$ cat config.mk
export PLATFORM = sky130hd
export DESIGN_NAME = pipe_add_sub
export DESIGN_NICKNAME = d
export VERILOG_FILES = /design/src/rtl/pipe_add_pkg.sv /design/src/rtl/rca_chunk.sv /design/src/rtl/pipe_add_sub.sv
export SDC_FILE = /design/constraint.sdc
export NUM_CORES = 1
export LEC_CHECK = 0
export BUFFER_PORTS_ARGS = -buffer_cell sky130_fd_sc_hd__buf_2
export CORE_AREA = 2 2 57 59
export DETAILED_ROUTE_END_ITERATION = 16
export DIE_AREA = 0 0 59 61
export PLACE_DENSITY = 0.68
export REMOVE_ABC_BUFFERS = 1
export SYNTH_ARGS = -nofsm -noshare
export SYNTH_HDL_FRONTEND = slang
export SYNTH_SLANG_ARGS = --single-unit
$ cat constraint.sdc
create_clock -name clk -period 5.9 [get_ports clk]
set_clock_uncertainty 0.2 [all_clocks]
set_input_delay 0.295 -clock clk [delete_from_list [all_inputs] [get_ports clk]]
set_output_delay 0.295 -clock clk [all_outputs]
set_load 0.005 [all_outputs]
$ cat src/rtl/pipe_add_pkg.sv
// Shared constants and mode encoding for the pipelined add/subtract block.
package pipe_add_pkg;

  localparam int N_DEFAULT      = 8;
  localparam int STAGES_DEFAULT = 2;

  typedef enum logic {
    MODE_ADD = 1'b0,
    MODE_SUB = 1'b1
  } mode_e;

  // Subtraction is a + ~b + 1, so the incoming carry is forced high in that mode.
  function automatic logic eff_carry(input mode_e mode, input logic cin);
    return (mode == MODE_SUB) ? 1'b1 : cin;
  endfunction

endpackage

$ cat src/rtl/rca_chunk.sv
// W-bit combinational ripple-carry adder used for one pipeline segment.
module rca_chunk #(
  parameter int W = 4
) (
  input  logic [W-1:0] a,
  input  logic [W-1:0] b,
  input  logic         cin,
  output logic [W-1:0] sum,
  output logic         cout
);

  logic [W:0] carry;

  assign carry[0] = cin;

  for (genvar i = 0; i < W; i++) begin : g_bit
    assign sum[i]       = a[i] ^ b[i] ^ carry[i];
    assign carry[i + 1] = (a[i] & b[i]) | (carry[i] & (a[i] ^ b[i]));
  end

  assign cout = carry[W];

endmodule

$ cat src/rtl/pipe_add_sub.sv
// Pipelined N-bit adder/subtractor: one W-bit chunk per stage, carry registered between stages.
module pipe_add_sub
  import pipe_add_pkg::*;
#(
  parameter int N      = N_DEFAULT,
  parameter int STAGES = STAGES_DEFAULT
) (
  input  logic         clk,
  input  logic         rst_n,
  input  logic         in_valid,
  output logic         in_ready,
  input  logic [N-1:0] a,
  input  logic [N-1:0] b,
  input  logic         cin,
  input  logic         sub,
  output logic         out_valid,
  input  logic         out_ready,
  output logic [N:0]   sum,
  output logic         ovf
);

  localparam int W = N / STAGES;

  // Boundary k is the input of stage k; boundary STAGES is the output register set.
  logic         v_b  [STAGES+1];
  logic [N-1:0] a_b  [STAGES+1];
  logic [N-1:0] b_b  [STAGES+1];
  logic [N-1:0] s_b  [STAGES+1];
  logic         c_b  [STAGES+1];
  logic         sa_b [STAGES+1];
  logic         sb_b [STAGES+1];

  logic advance;

  assign advance  = !out_valid || out_ready;
  assign in_ready = advance;

  assign v_b[0]  = in_valid;
  assign a_b[0]  = a;
  assign b_b[0]  = (mode_e'(sub) == MODE_SUB) ? ~b : b;
  assign s_b[0]  = '0;
  assign c_b[0]  = eff_carry(mode_e'(sub), cin);
  assign sa_b[0] = a[N-1];
  assign sb_b[0] = b_b[0][N-1];

  for (genvar k = 0; k < STAGES; k++) begin : g_stage
    logic [W-1:0] chunk_sum;
    logic         chunk_cout;
    logic         v_r;
    logic         c_r;
    logic         sa_r;
    logic         sb_r;
    logic [N-1:0] s_r;

    rca_chunk #(.W(W)) u_rca (
      .a    (a_b[k][k*W +: W]),
      .b    (b_b[k][k*W +: W]),
      .cin  (c_b[k]),
      .sum  (chunk_sum),
      .cout (chunk_cout)
    );

    always_ff @(posedge clk) begin
      if (!rst_n) begin
        v_r  <= 1'b0;
        c_r  <= 1'b0;
        sa_r <= 1'b0;
        sb_r <= 1'b0;
        s_r  <= '0;
      end else if (advance) begin
        v_r            <= v_b[k];
        c_r            <= chunk_cout;
        sa_r           <= sa_b[k];
        sb_r           <= sb_b[k];
        s_r            <= s_b[k];
        s_r[k*W +: W]  <= chunk_sum;
      end
    end

    assign v_b[k+1]  = v_r;
    assign c_b[k+1]  = c_r;
    assign sa_b[k+1] = sa_r;
    assign sb_b[k+1] = sb_r;
    assign s_b[k+1]  = s_r;

    // Operands only need to travel while upper chunks remain to be added.
    if (k < STAGES - 1) begin : g_fwd
      logic [N-1:0] a_r;
      logic [N-1:0] b_r;

      always_ff @(posedge clk) begin
        if (!rst_n) begin
          a_r <= '0;
          b_r <= '0;
        end else if (advance) begin
          a_r <= a_b[k];
          b_r <= b_b[k];
        end
      end

      assign a_b[k+1] = a_r;
      assign b_b[k+1] = b_r;
    end else begin : g_last
      assign a_b[k+1] = '0;
      assign b_b[k+1] = '0;
    end
  end

  assign out_valid = v_b[STAGES];
  assign sum       = {c_b[STAGES], s_b[STAGES]};
  assign ovf       = (sa_b[STAGES] == sb_b[STAGES]) && (s_b[STAGES][N-1] != sa_b[STAGES]);

endmodule
### Word-level counts from Yosys, hierarchy flattened

Cells that the tools add are included.

| cells by class | value |
|---|---|
| eq/ne operators | 2 |
| mux-type cells | 2 |
| bitwise logic cells | 41 |
| reduce and logical (&&, ||, !) cells | 3 |

Operator list:

| cell | number |
|---|---|
| 1-bit bitwise AND | 16 |
| 1-bit bitwise XOR | 16 |
| 8-bit 2-to-1 mux | 1 |
| 8-bit inverter | 1 |
| 1-bit bitwise OR | 8 |
| 1-bit == test | 1 |
| 1-bit logical AND | 1 |
| 1-bit logical NOT | 1 |
| 1-bit logical OR | 1 |
| 1-bit 2-to-1 mux | 1 |
| 1-bit != test | 1 |

| word-level totals | value |
|---|---|
| bits in registers | 36 |
| output and inout bits | 12 |
| logic and storage cells | 60 |

### Depth between registers and ports, before layout

| logic depth | value |
|---|---|
| word-level depth | 11 |
| mapped depth | 10 |
| mapped depth without buffers | 9 |

### Cells and area by module

From an unflattened synthesis, not the netlist that was laid out.

| second synthesis, totals | value |
|---|---|
| cells, all modules | 150 |
| area, all modules | 1338.8 sq um |

Modules (own cells, without submodules):

| module | instances | cells each | area an instance (sq um) |
|---|---|---|---|
| pipe_add_sub | 1 | 122 | 1103.6 |
| rca_chunk | 2 | 14 | 117.6 |

### Worst setup path after synthesis

Ideal clock, no wire load.

| path | value |
|---|---|
| kind | input to register |
| from | in sub |
| to | reg g_stage[0].s_r[3] |
| library setup time | 0.070 ns |
| data arrival time | 2.382 ns |
| data required time | 5.630 ns |
| setup slack | 3.248 ns |
| stages on the path | 10 |
| buffers on the path | 1 |
| cells stage by stage | buf_2 -> or2_2 -> fa_1 -> fa_1 -> inv_1 -> fa_1 -> inv_1 -> fa_1 -> nand2_1 -> a21boi_1 |

| on the way | value |
|---|---|
| longest elaborated chain between the ends | 9 |
| elaborated cells on any way between the ends | 16 |
| classes of those cells | 2 x mux; 14 x bitwise |

Ends and longest elaborated chain:

| what | RTL line | source |
|---|---|---|
| from (decl) | pipe_add_sub.sv:15 | `input logic sub,` |
| 8-bit 2-to-1 mux | pipe_add_sub.sv:40 | `assign b_b[0] = (mode_e'(sub) == MODE_SUB) ? ~b : b;` |
| 1-bit bitwise XOR | rca_chunk.sv:18 | `assign carry[i + 1] = (a[i] & b[i]) \| (carry[i] & (a[i] ^ b[i]));` |
| 1-bit bitwise AND | rca_chunk.sv:18 |  |
| 1-bit bitwise OR | rca_chunk.sv:18 |  |
| 1-bit bitwise AND | rca_chunk.sv:18 |  |
| 1-bit bitwise OR | rca_chunk.sv:18 |  |
| 1-bit bitwise AND | rca_chunk.sv:18 |  |
| 1-bit bitwise OR | rca_chunk.sv:18 |  |
| 1-bit bitwise XOR * | rca_chunk.sv:17 | `assign sum[i] = a[i] ^ b[i] ^ carry[i];` |
| via g_stage[0].chunk_sum[3] | pipe_add_sub.sv:47 | `logic [W-1:0] chunk_sum;` |
| to (signal assigned) | pipe_add_sub.sv:75 | `s_r <= s_b[k];` |
| to (signal, indexed assignment) | pipe_add_sub.sv:76 | `s_r[k*W +: W] <= chunk_sum;` |
| to (decl) | pipe_add_sub.sv:53 | `logic [N-1:0] s_r;` |

Mark *: on every way through the listed nets, which the timed path passes. The rest lies on a longest branch.
A chain may end at the register's enable or synchronous reset.

### Worst setup path in the final report

Same ends and word-level chain as after synthesis.

==> metrics.md <==
| Metric | Value |
|---|---|
| Post-synth cell types | `21` |
| Root buffer cell | `clkbuf_4` |
| Buffers plus inverters on the worst setup path | `3` |
| Non-filler cells in the finished layout | `between 150 and 200` |
| # resized after CTS | `0` |
| Htree depth | `1` |
| DIE AREA | `around 3600 sq um` |
| # setup viols final | `0` |
| Post-DP HPWL | `roughly 1500 um` |
| Post-Syn Instances | `136` |
| RSZ-0062 raised after global routing | `no` |
| Compound-Gate Fraction of Synth Area | `17.4%` |
| DR vias/cell | `4.73` |
| Post-synthesis mux area share | `0%` |
| CTS tree | `built` |
| Vias in the first global route | `924` |
| Area contributors post-synth | `dfxtp_1, fa_1, nand2_1, a21boi_1, buf_6` |
| CTS Sinks | `26` |
| Port Buf Inserts | `33` |
| Hold WC Path Type | `in -> reg` |
| Pleak | `between 0.6 and 0.7 nW` |
| DRC errors left | `0` |
| Cts bufs inserted | `3` |
| Tcrit/Tclk final | `41.0%` |
| Largest net degree at the start of global routing | `35` |
| Crit-path max FO | `9` |
| Share of post-route cells with drive strength above 1 | `23.5%` |
| Pwr per Cell Area | `240 nW/um^2` |
| Critical path launch point | `sub` |
| CP delay by family, top | `adder cells` |
| Adder-Cell Fraction of Synth Area | `12.7%` |
| Nets | `between 150 and 200` |
| Chip Width | `59 um` |
| Tmin final | `2420 ps` |
| Final hold vios | `0` |
| CP max stage delay | `470 ps` |
| GRT Total Usage | `14.5%` |
| Overall power | `roughly 0.35 mW` |
| Total wire length after detailed routing | `2150 um` |
| Syn Area/Cell | `9.30 sq um` |
| CP Cell Sequence | `buf_2 -> or2_2 -> fa_1 -> fa_1 -> inv_1 -> fa_1 -> inv_1 -> fa_1 -> nand2_1 -> a21boi_1` |
| Vias | `941` |
| Largest area contributor in the netlist | `dfxtp_1` |
| Sum Neg Setup Slack | `0 ps` |
| Routed len/inst | `10.8 um` |
| Core area | `roughly 3000 sq um` |
| Worst slew pin tran | `507 ps` |
| Layout area overhead | `14.6%` |
| Final Slew Violations | `0` |
| Share of the synthesized area in the top cell type | `between 40 and 50%` |
| Main combinational cell family by area after synthesis | `compound AO/OA/AOI/OAI gates` |
| Hold_ws | `roughly 16 ps` |
| Synth Area in Simple Gates | `between 10% and 20%` |
| Sequential area share after synthesis | `about two fifths` |
| Fmax | `about 410 MHz` |
| Hold Startpoint | `a[5]` |
| Max Cap Viol | `0` |
| Dpl cells | `193` |
| CP max stage cell | `fa_1` |
| Status | `finished, final reports clean` |
| Critical path class | `in -> reg` |
| Yosys warns | `0` |
| Worst setup SP type | `primary input` |
| Fill cells | `302` |
| Clk_lat worst skew | `320 ps` |
| Crit. path cell count | `10` |
| Yosys reg bits | `26` |
| Initial antenna violation count | `0` |
| GP Congestion | `0.680` |
| Dpl ws | `3120 ps` |
| Total gr overflow | `0` |
| ANT nets after route | `0` |
| Drt pass-1 iters | `4` |
| Critical Path Sink Type | `flop` |
| CP required | `5970 ps` |
| Diodes inserted | `0` |
| XOR/XNOR Fraction of Synth Area | `under 10%` |
| Reg2Reg Depth | `9` |
| Max VDD drop | `0.000119 V` |
| Most frequent CP cell | `fa_1` |
| Die Ht | `61 um` |
| Mapped cell area | `1260 sq um` |
| Num rows | `20` |
| Hold depth | `3` |
| Slew Limit Headroom | `between 60% and 70%` |
| DR iter-0 viols | `13` |
| Worst Setup Slack, final | `3480 ps` |
| Initial Utilization | `between 40% and 50%` |
| IO Pins | `34` |
| Reg2reg start | `g_stage[0].g_fwd.b_r[4]` |
| Clock Pin Slew Worst Setup and Hold Paths | `130 ps` |
| Critical path arrival | `~2500 ps` |
| Deepest clock path buffer count | `2` |
| First-pass GRT wire length | `roughly 3900 um` |
[registers in the layout, summed over array words and instances, names as in the netlist]
register	count
g_stage.s_r	12
g_stage.g_fwd.a_r	3
g_stage.g_fwd.b_r	3
g_stage.c_r	2
g_stage.sa_r	2
g_stage.sb_r	2
g_stage.v_r	1
out_valid	1
[cell usage after synthesis]
master and number:
xor2_1 3, fa_1 8, nor2_1 1, o21ai_0 4, inv_1 10, xnor2_1 5
a21oi_1 4, clkbuf_1 1, o21a_1 1, inv_6 1, nor2b_4 1, o21ai_1 1
o211a_1 4, buf_2 2, dfxtp_1 26, buf_4 2, buf_6 4, a21boi_1 13
nand2_1 40, a21boi_0 4, or2_2 1
[area by class of cell]
| class | instances | area (sq um) | share of cell area (%) |
|---|---|---|---|
| multi-input cells | 90 | 624 | 43.1 |
| flip-flops and latches | 26 | 520 | 35.9 |
| repair buffers | 36 | 195 | 13.5 |
| inverters | 11 | 46.3 | 3.19 |
| well taps | 33 | 41.3 | 2.85 |
| clock buffers | 3 | 22.5 | 1.55 |
[stage by stage]
step / instance area, sq um / utilization, %
2_1_floorplan: 1190 / -
3_3_place_gp: 1400 / 47.3
3_5_place_dp: 1400 / 47.3
4_1_cts: 1450 / 49.1
5_1_grt: 1450 / 49.1
6_report: 1450 / 49.1
[worst min-delay path, stage by stage]
cell and delay (ps):
buf_2 90, nand2_1 40, a21boi_0 60
[metal layers]
| metal | part of all wire, % | global-route usage, % |
|---|---|---|
| met2 | 48 | 25.1 |
| met3 | 4.0 | 2.13 |
| met4 | 2.3 | 7.79 |
| met5 | 0 | 0 |
| met1 | 46 | 17.4 |
[logic make-up (layout without fill, tap and decap cells)]
kind of cell / after synthesis / in the layout
DFF: 26 / 26
AOI/OAI and AO/OA: 31 / 31
and+or+nand+nor: 43 / 43
xor gates and xnor gates: 8 / 8
adders and majority gates: 8 / 8
buffers and inverters: 20 / 50
[power breakdown]
group          switching [mW]  leakage [nW]  internal, mW
sequential            0.00966         0.215         0.194
combinational          0.0350         0.463        0.0359
clock                  0.0495        0.0138        0.0240
[path summary, 6_finish.rpt]
path                             end  slack (ps)
max                g_stage[0].s_r[3]        3480
max reg2reg        g_stage[1].s_r[7]        3520
min          g_stage[0].g_fwd.a_r[5]          20
min reg2reg        g_stage[1].s_r[1]         260
[timing repair]
action / CTS / global route
setup buffers: 0 / 0
hold buffers: 3 / 0
hold endpoints to repair: 3 / 0
[cells in the final DEF, fill, tap and decap left out, drive strengths merged]
master and instances:
fa 8, xnor2 5, dfxtp 26, buf 33
o211a 4, dlygate4sd3 3, o21a 1, o21ai 5
inv 11, xor2 3, or2 1, clkbuf 3
a21oi 4, a21boi 17, nand2 40, nor2b 1
nor2 1
(Power assumes the default switching activity.)
